===== src/rtl/apb_burst_master.sv =====
// -----------------------------------------------------------------------------
// apb_burst_master
//
// Turns a burst command (direction, start address, transfer size, beat count)
// into a sequence of APB transfers. Write beats arrive right-justified on a
// valid/ready stream and are lane-placed with matching byte strobes; read beats
// are extracted from their byte lanes, zero-extended and returned right-
// justified on a valid/ready stream. Each burst ends with a one-cycle done
// pulse, a status code and the number of beats completed without error.
//
// Ports
//   clk, rst                 clock, synchronous active-high reset
//   cmd_valid/cmd_ready      burst command handshake
//   cmd_wr                   1 = write burst, 0 = read burst
//   cmd_addr                 start byte address
//   cmd_size                 0 = full bus word, 1 = halfword, 2/3 = byte
//   cmd_len                  beat count (0 runs a single beat)
//   wdata_valid/ready, wdata right-justified write beat stream
//   rdata_valid/ready, rdata right-justified read beat stream
//   done                     one-cycle pulse when a burst finishes
//   status                   0 = OK, 1 = SLVERR, 2 = TIMEOUT (held until next done)
//   beats_done               error-free beats of the most recent burst
//   paddr, psel, penable,
//   pwrite, pwdata, pstrb    APB requester outputs
//   prdata, pready, pslverr  APB completer responses
//
// Build option
//   APB_TIMEOUT_EN  when defined, an ACCESS phase that sees no pready for
//                   TIMEOUT_CYCLES cycles is abandoned and the burst ends
//                   with status TIMEOUT. Without it ACCESS waits forever.
// -----------------------------------------------------------------------------
module apb_burst_master #(
  parameter int ADDR_WIDTH     = 32,
  parameter int DATA_WIDTH     = 32,
  parameter int LEN_WIDTH      = 8,
  parameter int TIMEOUT_CYCLES = 16
) (
  input  logic                    clk,
  input  logic                    rst,
  // burst command
  input  logic                    cmd_valid,
  output logic                    cmd_ready,
  input  logic                    cmd_wr,
  input  logic [ADDR_WIDTH-1:0]   cmd_addr,
  input  logic [1:0]              cmd_size,
  input  logic [LEN_WIDTH-1:0]    cmd_len,
  // write beat stream
  input  logic                    wdata_valid,
  output logic                    wdata_ready,
  input  logic [DATA_WIDTH-1:0]   wdata,
  // read beat stream
  output logic                    rdata_valid,
  input  logic                    rdata_ready,
  output logic [DATA_WIDTH-1:0]   rdata,
  // burst completion
  output logic                    done,
  output logic [1:0]              status,
  output logic [LEN_WIDTH-1:0]    beats_done,
  // APB requester
  output logic [ADDR_WIDTH-1:0]   paddr,
  output logic                    psel,
  output logic                    penable,
  output logic                    pwrite,
  output logic [DATA_WIDTH-1:0]   pwdata,
  output logic [DATA_WIDTH/8-1:0] pstrb,
  input  logic [DATA_WIDTH-1:0]   prdata,
  input  logic                    pready,
  input  logic                    pslverr
);

  localparam int STRB_WIDTH  = DATA_WIDTH / 8;
  localparam int LANE_WIDTH  = $clog2(STRB_WIDTH);
  localparam int SHIFT_WIDTH = LANE_WIDTH + 3;

  localparam logic [1:0] ST_OK     = 2'd0;
  localparam logic [1:0] ST_SLVERR = 2'd1;
`ifdef APB_TIMEOUT_EN
  localparam logic [1:0] ST_TIMEOUT = 2'd2;
  localparam int         TMO_WIDTH  = (TIMEOUT_CYCLES > 1) ? $clog2(TIMEOUT_CYCLES) : 1;
  // The counter holds the number of pready-less ACCESS cycles already seen,
  // so the cycle that would bring it to TIMEOUT_CYCLES is the one that sees
  // it at TIMEOUT_CYCLES-1.
  localparam logic [TMO_WIDTH-1:0] TMO_LAST = TMO_WIDTH'(TIMEOUT_CYCLES - 1);
`endif

  typedef enum logic [2:0] {
    S_IDLE,
    S_WDATA,
    S_SETUP,
    S_ACCESS,
    S_RBEAT,
    S_DONE
  } state_t;

  // Reserved encoding 3 is folded into SZ_BYTE when the command is latched,
  // so the datapath only ever sees these three values.
  typedef enum logic [1:0] {
    SZ_FULL = 2'd0,
    SZ_HALF = 2'd1,
    SZ_BYTE = 2'd2
  } size_t;

  state_t               state;
  size_t                size_q;
  logic [LEN_WIDTH-1:0] beats_left;
`ifdef APB_TIMEOUT_EN
  logic [TMO_WIDTH-1:0] tmo_cnt;
`endif

  // Lane placement derived from the live address and the burst size.
  logic [LANE_WIDTH-1:0]  lane;
  logic [LANE_WIDTH-1:0]  eff_lane;
  logic [SHIFT_WIDTH-1:0] lane_shift;
  logic [STRB_WIDTH-1:0]  beat_strb;
  logic [DATA_WIDTH-1:0]  beat_mask;
  logic [ADDR_WIDTH-1:0]  addr_step;
  logic [DATA_WIDTH-1:0]  placed_wdata;
  logic [DATA_WIDTH-1:0]  extracted_rdata;
  logic                   last_beat;

  // NOTE: every signal assigned here gets a default first, so no path leaves
  // a value unassigned and no latch is inferred.
  always_comb begin
    lane      = paddr[LANE_WIDTH-1:0];
    eff_lane  = '0;
    beat_strb = '1;
    beat_mask = '1;
    addr_step = ADDR_WIDTH'(STRB_WIDTH);
    case (size_q)
      SZ_HALF: begin
        // Halfwords sit on an even lane pair regardless of paddr[0].
        eff_lane  = lane & ~LANE_WIDTH'(1);
        beat_strb = STRB_WIDTH'(2'b11) << eff_lane;
        beat_mask = DATA_WIDTH'(16'hFFFF);
        addr_step = ADDR_WIDTH'(2);
      end
      SZ_BYTE: begin
        eff_lane  = lane;
        beat_strb = STRB_WIDTH'(1) << lane;
        beat_mask = DATA_WIDTH'(8'hFF);
        addr_step = ADDR_WIDTH'(1);
      end
      default: ;
    endcase
    lane_shift      = {eff_lane, 3'b000};
    placed_wdata    = (wdata & beat_mask) << lane_shift;
    extracted_rdata = (prdata >> lane_shift) & beat_mask;
    last_beat       = (beats_left == LEN_WIDTH'(1));
  end

  // NOTE: sequential state uses non-blocking assignments only, so every
  // register samples the pre-edge values of its neighbours.
  always_ff @(posedge clk) begin
    if (rst) begin
      state       <= S_IDLE;
      size_q      <= SZ_FULL;
      beats_left  <= '0;
      cmd_ready   <= 1'b1;
      wdata_ready <= 1'b0;
      rdata_valid <= 1'b0;
      rdata       <= '0;
      done        <= 1'b0;
      status      <= ST_OK;
      beats_done  <= '0;
      paddr       <= '0;
      psel        <= 1'b0;
      penable     <= 1'b0;
      pwrite      <= 1'b0;
      pwdata      <= '0;
      pstrb       <= '0;
`ifdef APB_TIMEOUT_EN
      tmo_cnt     <= '0;
`endif
    end else begin
      // done is a pulse: it is only raised on the edge that enters S_DONE.
      done <= 1'b0;

      case (state)
        S_IDLE: begin
          if (cmd_valid) begin
            cmd_ready  <= 1'b0;
            paddr      <= cmd_addr;
            pwrite     <= cmd_wr;
            beats_done <= '0;
            beats_left <= (cmd_len == '0) ? LEN_WIDTH'(1) : cmd_len;
            case (cmd_size)
              2'd0:    size_q <= SZ_FULL;
              2'd1:    size_q <= SZ_HALF;
              default: size_q <= SZ_BYTE;
            endcase
            if (cmd_wr) begin
              wdata_ready <= 1'b1;
              state       <= S_WDATA;
            end else begin
              pstrb <= '0;
              psel  <= 1'b1;
              state <= S_SETUP;
            end
          end
        end

        S_WDATA: begin
          if (wdata_valid) begin
            wdata_ready <= 1'b0;
            pwdata      <= placed_wdata;
            pstrb       <= beat_strb;
            psel        <= 1'b1;
            state       <= S_SETUP;
          end
        end

        S_SETUP: begin
          penable <= 1'b1;
`ifdef APB_TIMEOUT_EN
          tmo_cnt <= '0;
`endif
          state   <= S_ACCESS;
        end

        S_ACCESS: begin
          if (pready) begin
            psel    <= 1'b0;
            penable <= 1'b0;
            if (pslverr) begin
              // Abandon the rest of the burst; no more write beats are pulled.
              status <= ST_SLVERR;
              done   <= 1'b1;
              state  <= S_DONE;
            end else if (!pwrite) begin
              rdata       <= extracted_rdata;
              rdata_valid <= 1'b1;
              state       <= S_RBEAT;
            end else begin
              beats_done <= beats_done + LEN_WIDTH'(1);
              beats_left <= beats_left - LEN_WIDTH'(1);
              paddr      <= paddr + addr_step;
              if (last_beat) begin
                status <= ST_OK;
                done   <= 1'b1;
                state  <= S_DONE;
              end else begin
                wdata_ready <= 1'b1;
                state       <= S_WDATA;
              end
            end
          end
`ifdef APB_TIMEOUT_EN
          else if (tmo_cnt == TMO_LAST) begin
            psel    <= 1'b0;
            penable <= 1'b0;
            status  <= ST_TIMEOUT;
            done    <= 1'b1;
            state   <= S_DONE;
          end else begin
            tmo_cnt <= tmo_cnt + TMO_WIDTH'(1);
          end
`endif
        end

        S_RBEAT: begin
          if (rdata_ready) begin
            rdata_valid <= 1'b0;
            beats_done  <= beats_done + LEN_WIDTH'(1);
            beats_left  <= beats_left - LEN_WIDTH'(1);
            paddr       <= paddr + addr_step;
            if (last_beat) begin
              status <= ST_OK;
              done   <= 1'b1;
              state  <= S_DONE;
            end else begin
              psel  <= 1'b1;
              state <= S_SETUP;
            end
          end
        end

        S_DONE: begin
          cmd_ready <= 1'b1;
          state     <= S_IDLE;
        end

        default: begin
          psel      <= 1'b0;
          penable   <= 1'b0;
          cmd_ready <= 1'b1;
          state     <= S_IDLE;
        end
      endcase
    end
  end

endmodule

===== config.mk =====
export PLATFORM = sky130hd
export DESIGN_NAME = apb_burst_master
export DESIGN_NICKNAME = d
export VERILOG_FILES = /design/src/rtl/apb_burst_master.sv
export SDC_FILE = /design/constraint.sdc
export NUM_CORES = 1
export LEC_CHECK = 0
export CAP_MARGIN = 20
export CORE_UTILIZATION = 40
export CTS_BUF_LIST = sky130_fd_sc_hd__clkbuf_2 sky130_fd_sc_hd__clkbuf_4 sky130_fd_sc_hd__clkbuf_8
export DETAILED_ROUTE_END_ITERATION = 7
export PLACE_DENSITY_LB_ADDON = 0.05
export SETUP_SLACK_MARGIN = 0.3
export SLEW_MARGIN = 20
export SYNTH_ARGS = -nofsm -noshare
export SYNTH_HDL_FRONTEND = slang
export SYNTH_SLANG_ARGS = --single-unit

===== constraint.sdc =====
create_clock -name clk -period 6.4 [get_ports clk]
set_input_delay 1.28 -clock clk [delete_from_list [all_inputs] [get_ports clk]]
set_output_delay 1.28 -clock clk [all_outputs]
set_load 0.02 [all_outputs]

==> results.yml <==
critical_path:
  required_ns: 6.77
  cp_max_fo: 18
  endpoint_kind: "register"
  crit_buf_inv: 1
  max_stage_delay_ns: 1.03
  cp.arrival_ns: 3.81
  worstSetupPathType: "in -> reg"
  crit_chain: "clkdlybuf4s50_1 > nand4_1 > nor3_1 > a22oi_1 > nor2_1"
  start_kind: "input port"
  crit_family: "simple AND/OR/NAND/NOR gates"
  crit_slowest_cell: "nor3_1"
yosys:
  ys_async_sr_fraction_pct: 0
  ys_types: 74
  synth_top_cell_by_area: "dfxtp_1"
  yosysSeqAreaShare_pct: 36.9
  synth_edf_count: 0
  syn_inst: 931
  yosysWarnings: 0
  synth.top_cell.area_share_pct: 36.9
  syn_avg_cell_area_um2: 7.57
  ys.flop_type: "dfxtp_1"
  synth_area_leaders: "dfxtp_1 (37%), nand2_1 (8.2%), a21oi_1 (6.3%)"
  synth_area_um2: 7040
  ys_ff_latch: 130
  syn_nets: 1056
clock_tree:
  cts_tree: "built"
  numClockSinks: 130
  path_clk_slew_ns: 0.08
  cts_buffers: 17
  htree_levels: 4
  postCtsHoldBufs: 0
  cts_resized: 0
  post_cts_buffers: 0
  root_buffer: "clkbuf_8"
  clk_latency_ns: 0.45
  clockBufferDepth: 2
layout:
  num-fill-cells: 1658
  final_common_cell: "clkdlybuf4s50_1"
  stdcell_count: 1359
  drive_above_1_share_pct: 7.14
  final_cell_mix: "clkdlybuf4s50_1 (229), nand2_1 (153), dfxtp_1 (130), a21oi_1 (88)"
  diodes: 0
  synthToLayoutAreaGrowth_pct: 40.5
  nNetsFinal: 1246
drt:
  ant_nets: 0
  wire_per_inst_um: 17.6
  dr.pass1.iters: 5
  wirelength_mm: 24.0
  num_vias: 7772
  drc: 0
  viasPerCell: 5.72
  first_iter_violations: 538
timing:
  setup-tns-final_ns: 0
  relSlewSlack_pct: 24.8
  fin_worst_skew_ns: 0.0144
  period_needed_ns: 3.43
  final-max-slew-violation-count: 0
  setup_violations: 0
  rsz0062_at_grt: "no"
  tightest_slew_ns: 1.12
  post-route-period-util_pct: 53.7
  final_hold_viol_count: 0
  clock.fmax_mhz: 291
place:
  io_buffer_count: 230
  gp_congestion: 0.851
  dp.final_hpwl_mm: 16.5
  placed_cells: 1327
die:
  die_w_um: 135
  die_y_um: 135
  pin_count: 231
  start_util_pct: 40.9
  rows: 48
  core_um2: 17200
  fp.dieArea_um2: 18100
power_and_ir_drop:
  power_per_cell_area_nw_per_um2: 258
  peakVddDrop_mv: 0.162
  leakagePower_nw: 3.52
global_routing:
  grt_first_pass_wirelength_mm: 37.5
  grt_max_degree: 63
  grt-ovfl-total: 0
  grt_antenna_before_repair: 1
  grt_pass1_vias: 7045
  track_usage_pct: 26.4
status:
  outcome: "complete, no violations"
worst_hold_path:
  hp-class: "reg -> reg"
job:
  drv_cap: 0
==> power by group <==
part | switching, mW | internal, mW | leakage (nW) | total [mW]
Clock | 0.344 | 0.507 | 0.236 | 0.851
Sequential | 0.0973 | 0.886 | 1.06 | 0.983
Combinational | 0.405 | 0.318 | 2.23 | 0.724
Total | 0.847 | 1.71 | 3.52 | 2.56
==> metal layers <==
layer	part of all wire (%)	routed length (µm)	track usage (%)	up-vias
met5	0	0	0	-
met4	0.74	177	5.93	0
met3	9.2	2210	8.90	10
met2	46	10900	40.1	330
met1	44	10700	36.0	3667
li1	-	-	-	3765
==> cell usage after synthesis (all sizes together), types with 5 or more instances <==
cell type and count:
nor2 76, clkbuf 51, nand4 17, a22o 9, and2 7, ha 10, a21oi 88, nand2 153
nor3 21, nand3 77, nor3b 5, inv 18, a32oi 7, o211ai 13, xor2 6, and3 20
buf 24, a221oi 13, and4 8, nor4 7, a22oi 19, o21ai 50, dfxtp 130, a31oi 21
a211oi 11, a21o 7
==> worst register-to-register path, delay by kind of cell (launching register included) <==
family	cells	cell delay, ns
fa+ha+maj	2	0.72
flops	1	0.36
simple gates	2	1.12
compound gates	3	0.55
buf+inv	2	0.37
==> per-stage QoR <==
step	hold WS [ns]	cell area, µm²	setup WS, ns	total power, mW	util [%]
after floorplan	0.461	7040	3.88	1.41	-
after global placement	0.439	9420	2.59	1.71	54.6
after detailed placement	0.445	9420	2.54	1.72	54.6
after CTS	0.455	9890	3.02	2.57	57.4
after global routing	0.470	9900	2.76	2.69	57.4
final	0.451	9900	2.97	2.56	57.4
==> logic make-up (layout without fill, tap and decap cells) <==
kind of cell             after synthesis  count (layout)  share of synthesized area, %
flip-flops                           130             130                          36.9
adder cells (fa/ha/maj)               11              11                          2.06
multiplexers                           5               5                         0.781
XOR/XNOR                               7               7                         0.870
AND/OR/NAND/NOR                      413             413                          28.4
AO/OA/AOI/OAI                        271             271                          25.0
buffers and inverters                 94             297                          6.02
==> area by class of cell <==
| cell class | count | area [µm²] | share of cell area [%] |
|---|---|---|---|
| clock inverters | 14 | 236 | 2.39 |
| repair buffers | 247 | 2430 | 24.5 |
| clock buffers | 18 | 241 | 2.44 |
| flip-flops and latches | 130 | 2600 | 26.3 |
| well taps | 225 | 282 | 2.84 |
| inverters | 18 | 67.6 | 0.683 |
| multi-input cells | 707 | 4040 | 40.8 |
==> path summary, 6_finish.rpt <==
path	slack, ns	depth (start not counted)	start	endpoint
setup reg to reg	3.20	9	size_q[0]	paddr[26]
hold / removal	0.45	2	rdata[26]	rdata[26]
setup / recovery	2.97	5	wdata_valid	pwdata[1]
hold reg to reg	0.45	2	rdata[26]	rdata[26]
==> registers in the layout (all words and copies together) (netlist names) <==
signal       flops
status           2
done             1
beats_left       8
penable          1
state            3
cmd_ready        1
wdata_ready      1
psel             1
beats_done       8
rdata_valid      1
size_q           2
pstrb            4
paddr           32
pwdata          32
rdata           32
pwrite           1
No activity file was read; power rests on OpenSTA's default activity.
